**src/rtl/lfsr_test_pkg.sv**
```systemverilog
// Shared types and helpers for the PRBS self-test sequencer and the generator/checker tops.
package lfsr_test_pkg;

  localparam int unsigned StateW = 3;

  typedef enum logic [StateW-1:0] {
    StIdle,
    StSeed,
    StAcquire,
    StMeasure,
    StDone
  } seq_state_e;

  // Width of a counter that must hold values 0..n-1; never narrower than one bit.
  function automatic int unsigned cnt_width(input int unsigned n);
    return (n <= 1) ? 1 : $clog2(n);
  endfunction

endpackage

```
**src/rtl/lfsr_valid_pacer.sv**
```systemverilog
// Clock divider that produces the one-cycle pacing strobe for the generator/checker i_valid.
// The strobe is presented one cycle early so the owner can register it into its own output.
module lfsr_valid_pacer
  import lfsr_test_pkg::*;
#(
  parameter int unsigned Div = 4
) (
  input  logic clk_i,
  input  logic rst_i,
  input  logic clear_i,
  input  logic en_i,
  input  logic strobe_en_i,
  output logic strobe_o
);

  localparam int unsigned    CntW = cnt_width(Div);
  localparam logic [CntW-1:0] Last = CntW'(Div - 1);

  logic [CntW-1:0] cnt_q, cnt_d;

  // Next divider value: sync clear wins, otherwise wrap at Div-1 while enabled.
  always_comb begin
    cnt_d = cnt_q;
    if (clear_i) begin
      cnt_d = '0;
    end else if (en_i) begin
      cnt_d = (cnt_q == Last) ? '0 : cnt_q + 1'b1;
    end
  end

  // Strobe for the coming cycle, when the divider lands on its last count.
  assign strobe_o = strobe_en_i && (cnt_d == Last);

  // Divider state.
  always_ff @(posedge clk_i) begin
    if (rst_i) begin
      cnt_q <= '0;
    end else begin
      cnt_q <= cnt_d;
    end
  end

endmodule

```
**src/rtl/lfsr_test_sequencer.sv**
```systemverilog
// PRBS self-test sequencer: seeds the generator/checker pair, paces i_valid, waits for lock,
// counts lock losses over a fixed strobe window and reports pass/fail.
// Optional build macro ERR_INJECT_EN adds periodic o_corrupt pulses during MEASURE.
module lfsr_test_sequencer
  import lfsr_test_pkg::*;
#(
  parameter int unsigned NB_LFSR      = 8,
  parameter int unsigned VALID_DIV    = 4,
  parameter int unsigned LOCK_TIMEOUT = 64,
  parameter int unsigned TEST_LEN     = 1024,
  parameter int unsigned NB_CNT       = 16
`ifdef ERR_INJECT_EN
  ,
  parameter int unsigned INJECT_PERIOD = 256
`endif
) (
  input  logic               clk,
  input  logic               i_rst,
  input  logic               i_start,
  input  logic               i_abort,
  input  logic [NB_LFSR-1:0] i_seed,
  input  logic               i_lock,
  output logic [NB_LFSR-1:0] o_seed,
  output logic               o_soft_reset,
  output logic               o_valid,
  output logic               o_corrupt,
  output logic               o_busy,
  output logic               o_done,
  output logic               o_pass,
  output logic               o_timeout,
  output logic [NB_CNT-1:0]  o_err_count
);

  localparam int unsigned      MaxStrb     = (LOCK_TIMEOUT > TEST_LEN) ? LOCK_TIMEOUT : TEST_LEN;
  localparam int unsigned      StrbW       = cnt_width(MaxStrb);
  localparam logic [StrbW-1:0] TimeoutLast = StrbW'(LOCK_TIMEOUT - 1);
  localparam logic [StrbW-1:0] MeasLast    = StrbW'(TEST_LEN - 1);

  seq_state_e         state_q, state_d;
  logic [StrbW-1:0]   strb_q, strb_d;
  logic [NB_LFSR-1:0] seed_q, seed_d;
  logic [NB_CNT-1:0]  err_q, err_d;
  logic               timeout_q, timeout_d;
  logic               pass_q, pass_d;
  logic               lock_q;
  logic               valid_q, soft_reset_q, busy_q, done_q;
  logic               strobe_next;
  logic               pacing_next;

  assign pacing_next = (state_d == StAcquire) || (state_d == StMeasure);

  lfsr_valid_pacer #(
    .Div (VALID_DIV)
  ) u_pacer (
    .clk_i       (clk),
    .rst_i       (i_rst),
    .clear_i     (state_q == StSeed),
    .en_i        ((state_q == StAcquire) || (state_q == StMeasure)),
    .strobe_en_i (pacing_next),
    .strobe_o    (strobe_next)
  );

  // Run sequencing; valid_q is the strobe being presented this cycle.
  always_comb begin
    state_d   = state_q;
    strb_d    = strb_q;
    seed_d    = seed_q;
    err_d     = err_q;
    timeout_d = timeout_q;
    pass_d    = pass_q;
    if (i_abort) begin
      state_d = StIdle;
    end else begin
      unique case (state_q)
        StIdle, StDone: begin
          if (i_start) begin
            state_d   = StSeed;
            seed_d    = i_seed;
            err_d     = '0;
            timeout_d = 1'b0;
            pass_d    = 1'b0;
          end else begin
            state_d = StIdle;
          end
        end
        StSeed: begin
          state_d = StAcquire;
          strb_d  = '0;
        end
        StAcquire: begin
          // Lock seen on the timeout strobe still counts as acquired.
          if (i_lock) begin
            state_d = StMeasure;
            strb_d  = '0;
          end else if (valid_q) begin
            if (strb_q == TimeoutLast) begin
              state_d   = StDone;
              timeout_d = 1'b1;
            end else begin
              strb_d = strb_q + 1'b1;
            end
          end
        end
        StMeasure: begin
          if (lock_q && !i_lock && (err_q != '1)) begin
            err_d = err_q + 1'b1;
          end
          if (valid_q) begin
            if (strb_q == MeasLast) begin
              state_d = StDone;
            end else begin
              strb_d = strb_q + 1'b1;
            end
          end
        end
        default: state_d = StIdle;
      endcase
    end
    if (state_d == StDone) begin
      pass_d = !timeout_d && (err_d == '0);
    end
  end

  // State, results and registered outputs decoded from the next state.
  always_ff @(posedge clk) begin
    if (i_rst) begin
      state_q      <= StIdle;
      strb_q       <= '0;
      seed_q       <= '0;
      err_q        <= '0;
      timeout_q    <= 1'b0;
      pass_q       <= 1'b0;
      lock_q       <= 1'b0;
      valid_q      <= 1'b0;
      soft_reset_q <= 1'b0;
      busy_q       <= 1'b0;
      done_q       <= 1'b0;
    end else begin
      state_q      <= state_d;
      strb_q       <= strb_d;
      seed_q       <= seed_d;
      err_q        <= err_d;
      timeout_q    <= timeout_d;
      pass_q       <= pass_d;
      lock_q       <= i_lock;
      valid_q      <= strobe_next;
      soft_reset_q <= (state_d == StSeed);
      busy_q       <= (state_d == StSeed) || pacing_next;
      done_q       <= (state_d == StDone);
    end
  end

`ifdef ERR_INJECT_EN
  localparam int unsigned     InjW    = cnt_width(INJECT_PERIOD);
  localparam logic [InjW-1:0] InjLast = InjW'(INJECT_PERIOD - 1);

  logic [InjW-1:0] inj_q, inj_d;
  logic            corrupt_q;

  // MEASURE strobes seen so far, modulo the inject period.
  always_comb begin
    inj_d = inj_q;
    if (state_q != StMeasure) begin
      inj_d = '0;
    end else if (valid_q) begin
      inj_d = (inj_q == InjLast) ? '0 : inj_q + 1'b1;
    end
  end

  // Corrupt pulse rides on every INJECT_PERIOD-th MEASURE strobe.
  always_ff @(posedge clk) begin
    if (i_rst) begin
      inj_q     <= '0;
      corrupt_q <= 1'b0;
    end else begin
      inj_q     <= inj_d;
      corrupt_q <= (state_d == StMeasure) && strobe_next && (inj_d == InjLast);
    end
  end

  assign o_corrupt = corrupt_q;
`else
  assign o_corrupt = 1'b0;
`endif

  assign o_seed       = seed_q;
  assign o_soft_reset = soft_reset_q;
  assign o_valid      = valid_q;
  assign o_busy       = busy_q;
  assign o_done       = done_q;
  assign o_pass       = pass_q;
  assign o_timeout    = timeout_q;
  assign o_err_count  = err_q;

endmodule
```
**config.mk**
```make
export PLATFORM = sky130hd
export DESIGN_NAME = lfsr_test_sequencer
export DESIGN_NICKNAME = d
export VERILOG_FILES = /design/src/rtl/lfsr_test_pkg.sv /design/src/rtl/lfsr_valid_pacer.sv /design/src/rtl/lfsr_test_sequencer.sv
export SDC_FILE = /design/constraint.sdc
export NUM_CORES = 1
export LEC_CHECK = 0
export ABC_CLOCK_PERIOD_IN_PS = 3600
export CAP_MARGIN = 20
export CORE_ASPECT_RATIO = 1.25
export CORE_UTILIZATION = 45
export DETAILED_ROUTE_END_ITERATION = 12
export PLACE_DENSITY = 0.78
export RECOVER_POWER = 50
export SETUP_SLACK_MARGIN = 0.4
export SYNTH_ARGS = -nofsm -noshare
export SYNTH_HDL_FRONTEND = slang
export SYNTH_SLANG_ARGS = --single-unit
export TNS_END_PERCENT = 10
```
**constraint.sdc**
```tcl
create_clock -name clk -period 3.6 [get_ports clk]
set_clock_uncertainty 0.15 [all_clocks]
set_input_delay 0.9 -clock clk [delete_from_list [all_inputs] [get_ports clk]]
set_output_delay 0.9 -clock clk [all_outputs]
set_load 0.05 [all_outputs]
```
==> flow_summary_export.csv <==
group,metric,value,unit
run_status,status,"finished clean",
worst_setup_path,crit_type,"in2reg",
timing,totalNegativeSetupSlack,0,ns
clocking,postCtsSetupBuffers,0,
worst_setup_path,end_kind,"flop",
routing,routed-via-count,2540,
routing,detail_route.drc_violations,0,
synthesis,synth.yosys.seq_area_share,36.2,%
clocking,cts_resized,0,
clocking,ctsHoldBuffers,0,
die,die_area,5960,µm²
synthesis,synth.ff_latch_count,46,
die,placement_rows,30,
synthesis,synth_warnings,0,
routing,route.antenna.remaining_nets,0,
timing,finalSetupViolations,0,
timing,clock.fmax,314,MHz
global_route,globalRoute.totalOverflow,0,
routing,met2WireLength,3090,µm
final_layout,syn_to_final_growth,22.2,%
global_route,first_global_vias,2318,
synthesis,synthCells,307,
pwr,power_density,305,nW/µm²
timing,finalWorstSetupSlack,0.412,ns
global_route,grt_antenna_before_repair,0,
die,io_pins,44,
clocking,clock_sink_count,46,
die,die_y,86.1,µm
placement,placement.cell_area,3020,µm²
clocking,ctsHtreeMaxLevel,2,
routing,totalWireLength,6460,µm
placement,dp_hpwl,4660,µm
final_layout,n_antenna_cell,0,
final_layout,layout.cells.non_filler,413,
synthesis,synth_top_cell_area_share,36.2,%
synthesis,async_reset_ff_share,0,%
timing,max_slew.worst_pin.slew,1.36,ns
timing,finalWorstPathRequiredPeriod,3.19,ns
pwr,cellLeakagePower,1.10,nW
placement,global_placer_s_final_weighted_congestion,0.951,
global_route,grt_max_degree,31,
die,chipWidth,69.2,µm
die,coreArea,5440,µm²
final_layout,final_util,57.1,%
run,max_cap_viol_count,0,
timing,final_min_period_over_clock_period,88.6,%
clocking,clock_tree_from_tritoncts,"built",
worst_setup_path,worst-r2r-cell-count,8,
clocking,cts_buffers,5,
synthesis,synth-main-ff-cell,"dfxtp_1",
final_layout,layout.nets,364,
clocking,cts_buffer_depth,2,
global_route,grt_first_pass_wirelength,10700,µm
min_path,timing.hold.worst.class,"reg2reg",
routing,vias_per_cell,6.15,
pwr,peakVddDrop,226,µV
routing,top_layer_used,"met4",
timing,max_slew_margin,9.56,%
synthesis,postSynthAreaPerCell,8.29,µm²
worst_setup_path,crit_fanout,6,
clocking,cts.root.buffer_cell,"clkbuf_8",
synthesis,syn-num-nets,323,
final_layout,layout.cell_area.non_filler,3110,µm²
synthesis,synth_area_leaders,"dfxtp_1, nand2_1, nor2_1, a21oi_1, a31oi_1",
routing,drt_iter0_drc,209,
placement,placement.io_buffers,42,
timing,hold_violations_final,0,
placement,detailedPlace.worstSlack,0.239,ns
clocking,clock_insertion_delay_worst_skew,0.31,ns
synthesis,synth_top_area_cell,"dfxtp_1",
routing,drt_pass1_iterations,4,
timing,hold_ws,0.308,ns
worst_setup_path,critPathArrivalTime,3.28,ns
timing,maxSlewViolCount,0,
placement,dp_cells,405,
clocking,path_clk_slew,0.10,ns
routing,met3WireLength,481,µm
synthesis,synth_edf_count,0,
timing,rsz0062_at_grt,"false",
routing,met1_routed_length,2700,µm
worst_setup_path,timing.critical_path.from_type,"primary input",
routing,detail_route.wl_per_cell,15.6,µm
global_route,gr-usage-all-layers,22.1,%
min_path,worst_hold_path.num_cells,2,
pwr,p_total,950,µW
worst_setup_path,required,3.69,ns
synthesis,synth.cell_area,2540,µm²
die,starting_density,46.7,%
final_layout,drive_above_1_share,8.88,%
synthesis,ys_types,60,
logic make-up after synthesis:
family	count (synthesis)	share of synthesized area, %
other	1	0.147
adders and majority gates	3	1.48
muxes	3	1.23
xor gates and xnor gates	8	2.75
DFF	46	36.2
AOI/OAI and AO/OA	71	19.2
buffers and inverters	24	4.38
and+or+nand+nor	151	34.6
worst max-delay path: stages:
cell           delay, ns
dlygate4sd3_1       0.56
clkbuf_1            0.18
nand3b_1            0.17
or4_1               0.43
o211ai_2            0.19
nand3_1             0.12
nor4_1              0.37
nand4_1             0.17
o31ai_2             0.18
final cells by class:
cell class	instances	area, µm²
clock inverter	3	25.0
fill	541	2330
sequential	46	921
tap	64	80.1
inverter	8	30.0
timing repair buffer	50	473
multi-input combinational	237	1510
clock buffer	5	68.8
worst paths after layout:
check | start | end | slack [ns]
max | i_lock | o_pass | 0.41
min reg2reg | o_seed[0] | o_seed[0] | 0.31
max reg2reg | o_err_count[0] | o_pass | 0.77
min | o_seed[0] | o_seed[0] | 0.31
registers in the layout (all words and copies together), names as in the netlist, 2 cells and up:
register	flops
state_q	3
u_pacer.cnt_q	2
strb_q	10
o_err_count	16
o_seed	8
cells in the final DEF (no fill, tap or decap), types with 5 or more instances in the layout:
master / instances
nand4_1: 9
inv_1: 8
clkbuf_8: 5
dfxtp_1: 46
nor2b_1: 9
a31oi_1: 11
a21oi_1: 21
nor2_1: 30
nor3_1: 11
dlygate4sd3_1: 14
o21ai_0: 9
nor4_1: 8
nand2_1: 37
buf_4: 6
clkdlybuf4s50_1: 28
xor2_1: 7
nand3_1: 10
routing by layer:
metal / track usage, % / vias to the layer above
li1: - / 1216
met1: 25.9 / 1177
met2: 37.2 / 124
met3: 5.52 / 23
met4: 11.3 / 0
met5: 0 / -
synth_stat cells, types with 2 or more instances:
master / n
buf_2: 5
nand2b_1: 3
or3_1: 3
or4_4: 2
nand3_1: 10
nand4_1: 9
o31ai_1: 3
nor4b_4: 2
and4_1: 4
nand2_1: 37
a21o_1: 2
o21ai_0: 9
a211oi_1: 4
mux2i_1: 2
nor4_1: 8
nand3b_1: 3
xor2_1: 7
clkbuf_1: 8
and2_1: 2
buf_4: 2
nor2b_1: 9
nor2_1: 30
or4_1: 3
nand4_4: 2
a41oi_1: 4
o211ai_1: 3
and3_1: 4
inv_1: 8
nor3_1: 11
a21oi_1: 21
ha_1: 3
a31oi_1: 11
dfxtp_1: 46
report_power, final:
group          switching [mW]  leakage (nW)  total [mW]  internal (mW)
clock network           0.191        0.0447       0.331          0.140
registers             0.00590         0.372       0.522          0.516
logic                  0.0613         0.679      0.0965         0.0352
(Power assumes the default switching activity.)
